--- src/rtl/prach_fft2_bf_stage.sv ---
// -----------------------------------------------------------------------------
// prach_fft2_bf_stage
//
// Single-path delay-feedback radix-2 butterfly stage for the PRACH FFT.
// Sample n of a frame occupies NUM_CHANNELS consecutive valid beats. During
// the first half of a frame the inputs are parked in a (L/2)*C delay line.
// During the second half each input b meets its partner a = x[n-L/2]: the sum
// a+b is output at once and the difference a-b is pushed back into the delay
// line. The differences are emitted during the next frame's first half.
//
// Parameters
//   WIDTH          signed sample width of I and Q
//   NUM_FFT_LENGTH butterfly span L (power of two, >= 2)
//   NUM_CHANNELS   time-interleaved channel count C (>= 1)
//
// Ports
//   clk                rising-edge clock
//   rst                asynchronous active-high reset
//   din_dr / din_di    signed input sample (I / Q)
//   din_dv             input beat valid
//   sync_in            first beat of a frame (n=0, ch=0), qualified by din_dv
//   scale_in           1 = divide-by-2 for this frame, sampled with sync_in
//   ovf_clr            clears the sticky overflow flag
//   dout_dr / dout_di  signed output sample (registered)
//   dout_dv            output beat valid (registered)
//   sync_out           first sum beat of an output frame (registered)
//   ovf                sticky saturation flag (registered)
// -----------------------------------------------------------------------------
module prach_fft2_bf_stage #(
    parameter int WIDTH          = 18,
    parameter int NUM_FFT_LENGTH = 8,
    parameter int NUM_CHANNELS   = 1
) (
    input  logic                    clk,
    input  logic                    rst,
    input  logic signed [WIDTH-1:0] din_dr,
    input  logic signed [WIDTH-1:0] din_di,
    input  logic                    din_dv,
    input  logic                    sync_in,
    input  logic                    scale_in,
    input  logic                    ovf_clr,
    output logic signed [WIDTH-1:0] dout_dr,
    output logic signed [WIDTH-1:0] dout_di,
    output logic                    dout_dv,
    output logic                    sync_out,
    output logic                    ovf
);

    localparam int HALF  = NUM_FFT_LENGTH / 2;
    localparam int DEPTH = HALF * NUM_CHANNELS;
    localparam int NW    = $clog2(NUM_FFT_LENGTH);
    localparam int CW    = (NUM_CHANNELS > 1) ? $clog2(NUM_CHANNELS) : 1;

    // Result of one rounded/saturated butterfly output component.
    typedef struct packed {
        logic [WIDTH-1:0] val;
        logic             sat;
    } res_t;

    // (WIDTH+1)-bit intermediate -> WIDTH-bit result.
    // scale=1: (s+1)>>>1, round half up; cannot overflow.
    // scale=0: clamp to the signed WIDTH-bit range and flag saturation.
    function automatic res_t scale_sat(input logic signed [WIDTH:0] s,
                                       input logic scale);
        res_t                  r;
        logic signed [WIDTH:0] rnd;
        rnd   = s + (WIDTH+1)'(1);
        r.sat = 1'b0;
        r.val = s[WIDTH-1:0];
        if (scale) begin
            r.val = rnd[WIDTH:1];
        end else if (s[WIDTH] != s[WIDTH-1]) begin
            r.sat = 1'b1;
            r.val = s[WIDTH] ? {1'b1, {(WIDTH-1){1'b0}}}
                             : {1'b0, {(WIDTH-1){1'b1}}};
        end
        return r;
    endfunction

    // Frame position and control state
    logic [NW-1:0] n_cnt;
    logic [CW-1:0] ch_cnt;
    logic          primed;
    logic          scale_reg;

    // Delay line: I in the upper half, Q in the lower half of each entry.
    logic [2*WIDTH-1:0] dly [DEPTH];

    // Combinational view of the current beat
    logic                    beat_sync;
    logic [NW-1:0]           n_cur;
    logic [CW-1:0]           ch_cur;
    logic                    second_half;
    logic                    last_n;
    logic                    last_ch;
    logic                    resync;
    logic                    primed_eff;
    logic                    cur_scale;
    logic signed [WIDTH-1:0] a_r;
    logic signed [WIDTH-1:0] a_i;
    res_t                    sum_r, sum_i, dif_r, dif_i;
    logic [2*WIDTH-1:0]      push;
    logic                    any_sat;

    // NOTE: every signal driven here gets a default first so no path through
    // the block can leave it unassigned and infer a latch.
    always_comb begin
        beat_sync   = din_dv && sync_in;
        // A valid sync beat is n=0, ch=0 regardless of where the counters are.
        n_cur       = beat_sync ? '0 : n_cnt;
        ch_cur      = beat_sync ? '0 : ch_cnt;
        // L is a power of two, so n >= L/2 is just the counter MSB.
        second_half = n_cur[NW-1];
        last_n      = (n_cur == NW'(NUM_FFT_LENGTH - 1));
        last_ch     = (ch_cur == CW'(NUM_CHANNELS - 1));
        // Sync landing mid-frame: whatever sits in the delay line is stale.
        resync      = beat_sync && (n_cnt != '0);
        primed_eff  = primed && !resync;
        cur_scale   = beat_sync ? scale_in : scale_reg;

        a_r = dly[DEPTH-1][2*WIDTH-1:WIDTH];
        a_i = dly[DEPTH-1][WIDTH-1:0];

        sum_r = scale_sat((WIDTH+1)'(a_r) + (WIDTH+1)'(din_dr), cur_scale);
        sum_i = scale_sat((WIDTH+1)'(a_i) + (WIDTH+1)'(din_di), cur_scale);
        dif_r = scale_sat((WIDTH+1)'(a_r) - (WIDTH+1)'(din_dr), cur_scale);
        dif_i = scale_sat((WIDTH+1)'(a_i) - (WIDTH+1)'(din_di), cur_scale);

        // Differences are stored already scaled with the producing frame's
        // scale, so a later frame's scale setting cannot touch them.
        push    = second_half ? {dif_r.val, dif_i.val} : {din_dr, din_di};
        any_sat = sum_r.sat | sum_i.sat | dif_r.sat | dif_i.sat;
    end

    // NOTE: the delay line is plain storage whose contents are don't-care
    // after reset; leaving it off the reset keeps it a simple shift memory.
    always_ff @(posedge clk) begin
        if (din_dv) begin
            dly[0] <= push;
            for (int i = 1; i < DEPTH; i++) begin
                dly[i] <= dly[i-1];
            end
        end
    end

    // NOTE: all state below uses non-blocking assignments so every register
    // samples the pre-edge values regardless of statement order.
    always_ff @(posedge clk or posedge rst) begin
        if (rst) begin
            n_cnt     <= '0;
            ch_cnt    <= '0;
            primed    <= 1'b0;
            scale_reg <= 1'b0;
            dout_dr   <= '0;
            dout_di   <= '0;
            dout_dv   <= 1'b0;
            sync_out  <= 1'b0;
            ovf       <= 1'b0;
        end else begin
            if (din_dv) begin
                if (last_ch) begin
                    ch_cnt <= '0;
                    n_cnt  <= last_n ? '0 : n_cur + 1'b1;
                end else begin
                    ch_cnt <= ch_cur + 1'b1;
                    n_cnt  <= n_cur;
                end
                if (beat_sync) begin
                    scale_reg <= scale_in;
                end
                if (resync) begin
                    primed <= 1'b0;
                end else if (second_half && last_n && last_ch) begin
                    primed <= 1'b1;
                end
            end

            dout_dv  <= din_dv && (second_half || primed_eff);
            sync_out <= din_dv && second_half &&
                        (n_cur == NW'(HALF)) && (ch_cur == '0);

            // Data holds its last value on beats that produce no output.
            if (din_dv && second_half) begin
                dout_dr <= sum_r.val;
                dout_di <= sum_i.val;
            end else if (din_dv && primed_eff) begin
                dout_dr <= a_r;
                dout_di <= a_i;
            end

            // A new saturation wins over a simultaneous clear.
            if (din_dv && second_half && any_sat) begin
                ovf <= 1'b1;
            end else if (ovf_clr) begin
                ovf <= 1'b0;
            end
        end
    end

endmodule

--- config.mk ---
export PLATFORM = sky130hd
export DESIGN_NAME = prach_fft2_bf_stage
export DESIGN_NICKNAME = d
export VERILOG_FILES = /design/src/rtl/prach_fft2_bf_stage.sv
export SDC_FILE = /design/constraint.sdc
export NUM_CORES = 1
export LEC_CHECK = 0
export ABC_AREA = 1
export CAP_MARGIN = 40
export CORE_ASPECT_RATIO = 0.75
export CORE_UTILIZATION = 45
export DETAILED_ROUTE_END_ITERATION = 7
export MAX_ROUTING_LAYER = met4
export RECOVER_POWER = 50
export SKIP_LAST_GASP = 1
export SYNTH_ARGS = -nofsm -noshare
export SYNTH_HDL_FRONTEND = slang
export SYNTH_SLANG_ARGS = --single-unit
--- constraint.sdc ---
create_clock -name clk -period 6.9 [get_ports clk]
set_input_delay 1.38 -clock clk [delete_from_list [all_inputs] [get_ports clk]]
set_output_delay 1.38 -clock clk [all_outputs]
set_load 0.005 [all_outputs]
=== Word level (Yosys, flattened, before mapping) ===
Memories as Yosys holds them, arrays and structs flattened.
Cells that the tools add are included.

* Bits in writable memories: 144
* Input port bits: 42
* Flip-flop bits (word level): 45
* Output and inout bits: 39
* Memories: 1
* Logic and storage cells: 81

{| class="wikitable"
|+ Memories
! memory !! words !! width !! rd ports !! clocked after memory_dff !! wr ports !! RTL line !! text
|-
| dly || 4 || 36 || 4 || 0 || 4 || 87 || <nowiki>logic [2*WIDTH-1:0] dly [DEPTH];</nowiki>
|}

* Bitwise gates (word level): 4
* Reduce and logical (&&, ||, !) cells: 18
* Eq/ne operators: 6
* Multiplexer cells: 33
* $add $sub $neg: 10

{| class="wikitable"
|+ Operators with widths
! kind !! number
|-
| $mux W18 || 12
|-
| $add A19 B2 Y19 const B || 4
|-
| $mux W19 || 4
|-
| $add A18 B18 Y19 || 2
|-
| $sub A18 B18 Y19 || 2
|-
| $mux W36 || 1
|-
| $mux W1 || 13
|-
| $logic_and A1 B1 Y1 || 11
|-
| $mux W3 || 3
|-
| $eq A3 B3 Y1 const B || 2
|-
| $reduce_bool A2 Y1 || 3
|-
| $ne A1 B1 Y1 || 4
|-
| $add A3 B1 Y3 const B || 1
|-
| $or A1 B1 Y1 || 3
|-
| $reduce_bool A3 Y1 || 1
|-
| $reduce_and A2 Y1 || 1
|-
| $add A1 B1 Y1 const B || 1
|-
| $logic_not A1 Y1 || 1
|-
| $logic_or A1 B1 Y1 || 1
|-
| $not A1 Y1 || 1
|}

=== Depth between registers and ports, before layout ===
* Word-level depth: 9
* Depth in mapped cells: 22
* Gate-level depth less buffers: 22

=== Least setup slack after synthesis ===
Ideal clock, no wire load.

* Path type: input to register
* Start: input din_di[0]
* End: memory dly[0][12] (netlist name) (data pin)
* Path buffers: 1
* Data arrival time: 3724 ps
* Stages: 19
* Setup time: 266 ps
* Setup slack: 2910 ps
* Data required time: 6634 ps
* Path through: ha_1 inv_1 fa_1 nand3_1 nand2_1 nand2_1 nand2_1 nand3_1 nand2_1 nand2_1 nand2_1 xor2_2 inv_1 ha_1 inv_1 clkbuf_1 o211ai_1 nand3_1 o21ai_0

{| class="wikitable"
|+ RTL lines
! item !! RTL line !! text
|-
| start: declaration || 37 || <nowiki>input logic signed [WIDTH-1:0] din_di,</nowiki>
|-
| end: declaration || 87 ||
|}

==> impl_metrics.tcl <==
set metrics [dict create \
    yosysMostFrequentCell "nand2_1" \
    path_class "in2reg" \
    cts_root_buf "clkbuf_16" \
    arrival_ns 5.92 \
    die_area_um2 33530 \
    num_rows 57 \
    required_ns 7.12 \
    crit_path_start_kind "input port" \
    largest_register "dly" \
    synthCells 1961 \
    die_width_um 211.1 \
    top_regs "dly x144, dout_di x18, dout_dr x18" \
    io_pins 81 \
    outcome "finished, violations left" \
    first_global_vias 12030 \
    path_clk_slew_ns 0.08 \
    hold_class "reg2reg" \
    htree_levels 4 \
    yosysTopAreaCellShare_pct 29.30 \
    n_fill_cell 3177 \
    cts.repair.resized 0 \
    final_nets 2138 \
    setup.worst_path.end_class "flop" \
    synth_edf_count 144 \
    tns_ns 0 \
    drtAntennaViolNets 0 \
    drc 0 \
    synth-main-ff-cell "edfxtp_1" \
    cts_setup_buffers 0 \
    grt_max_degree 60 \
    die_y_um 158.8 \
    maxSlewHeadroom_pct -100.2 \
    path_max_fanout 53 \
    clk_latency_ns 0.46 \
    synth-seq-cells 188 \
    cts_made_buffers 17 \
    syn_avg_cell_area_um2 7.526 \
    placed_area_um2 15860 \
    fin_area_um2 16430 \
    wl_per_cell_um 20.31 \
    initial_core_util_pct 45.68 \
    synth_area_leaders "edfxtp_1 (29%), nand2_1 (14%), dfrtp_1 (7.5%)" \
    cts_tree "yes" \
    grt.total_usage_pct 31.04 \
    tightest_slew_ns 3.002 \
    antenna_cells 0 \
    fmax_mhz 175.2 \
    antenna_found_initial 0 \
    clk_path_buf_depth 2 \
    fin_crit_ns 5.708 \
    vias_per_cell 5.550 \
    yosys_warnings 0 \
    synth_fp_nets 2088 \
    io_buffers 80 \
    ir_worst_vdd_mv 0.1378 \
    netlist.top_cell.by_area "edfxtp_1" \
    via_count 13690 \
    drv_slew 135 \
    power.leakage_nw 7.448 \
    finalNonFillerCells 2466 \
    syn_area_um2 14760 \
    ys_async_sr_fraction_pct 23.40 \
    core_um2 32310 \
    hold_viol 0 \
    p_per_area_nw_per_um2 270.5 \
    dp.final_hpwl_um 39370 \
    setup_viol 0 \
    placedCellCount 2434 \
    yosys-top-cells-count "nand2_1 (555), inv_1 (218), nand3_1 (168)" \
    largest_reg_flops 144 \
    routed_wl_um 50080 \
    yosys.cell_types.count 51 \
    grt_pass1_wl_um 75260 \
    rsz0062_at_grt "no" \
    area_growth_pct 11.36 \
    dr.pass1.iters 6 \
    drive_gt1_share_pct 10.87 \
    grt_overflow 0 \
    yosysSeqAreaShare_pct 36.76 \
    gp_congestion 0.9670 \
    clock_sinks 188 \
    drv_cap 3 \
    period_share_pct 82.73 \
    postCtsHoldBufs 0 \
    fin_skew_ns 0.01725 \
    drtIter0Drc 1703 \
    failed_checks "capacitance limit, slew limit" \
]
==> metal layers <==
layer	vias up	part of all wire, %	global-route usage, %
met5	-	0	-
met4	0	0.61	3.821
met3	25	9.1	5.103
met2	591	36	36.36
met1	6534	54	53.66
li1	6536	-	-
==> power by group <==
group	internal [mW]	leakage (nW)	total (mW)	switching, mW
logic	0.628	5.20	1.80	1.17
registers	1.48	1.95	1.61	0.130
clock network	0.519	0.297	1.03	0.513
total	2.63	7.45	4.45	1.82
==> final timing paths <==
check	start	end	slack, ns	cells past startpoint
min in group asynchronous	rst	dout_di[6]	1.40	2
hold reg to reg	dly[2][2]	dly[3][2]	0.41	0
max in group asynchronous	rst	dout_di[4]	3.34	3
setup / recovery	din_dv	dly[0][26]	1.19	9
setup reg to reg	dly[3][7]	dly[0][8]	2.80	16
hold / removal	dly[2][2]	dly[3][2]	0.41	0
==> critical path: stages <==
cell      delay [ns]
clkbuf_1        2.08
nand2_1         0.38
inv_1           0.32
or2_2           0.16
o21ai_2         0.06
inv_2           0.56
buf_4           0.39
nand3_1         0.15
a31oi_1         0.39
==> layout by cell type, fill, tap and decap left out, types with 4 or more instances in the layout <==
cell	netlist	routed
or2_2	8	8
nor2_2	26	26
nand4_1	48	48
ha_1	81	81
o21bai_1	5	5
o21ai_0	89	89
xor2_2	9	9
clkbuf_16	0	17
nand3_1	168	168
nand3_2	15	15
a21o_1	5	5
nor2_1	159	158
xor2_1	21	21
fa_1	4	4
edfxtp_1	144	144
nor3_1	20	19
o21ai_1	30	30
nand2_2	36	36
inv_1	218	219
nor2_4	14	15
nand3b_1	5	5
nand2_1	555	555
xor2_4	4	4
o21a_1	14	14
clkdlybuf4s50_1	0	78
a31oi_1	11	11
a21oi_1	86	86
inv_2	27	26
inv_8	0	5
nand2_4	5	5
a21oi_2	16	16
buf_4	10	8
dfrtp_1	44	44
nor3_2	5	6
==> kinds of logic after synthesis <==
logic type	share of synthesized area [%]
flip-flops	36.76
XOR/XNOR	3.103
adder cells (fa/ha/maj)	7.410
AND/OR/NAND/NOR	33.34
AO/OA/AOI/OAI	10.49
buffers and inverters	8.894
==> final cells by class <==
cell class / instances / area [um2] / share of cell area [%]
multi-input combinational: 1465 / 8033 / 48.88
sequential: 188 / 5425 / 33.01
inverter: 248 / 935.9 / 5.695
timing repair buffer: 91 / 889.6 / 5.413
tap: 442 / 553.0 / 3.365
clock buffer: 17 / 425.4 / 2.589
clock inverter: 15 / 172.7 / 1.051
==> metrics by stage <==
step / utilization [%] / power (mW) / worst slack (ns) / hold slack, ns
2_1_floorplan: - / 2.684 / 2.910 / 0.4003
3_3_place_gp: 48.96 / 3.363 / 1.569 / 0.4003
3_5_place_dp: 49.10 / 3.384 / 1.463 / 0.4045
4_1_cts: 50.95 / 4.431 / 1.949 / 0.4149
5_1_grt: 50.87 / 4.706 / 0.8913 / 0.4202
6_report: 50.87 / 4.445 / 1.192 / 0.4142
Power figures use the tool's default switching activity.
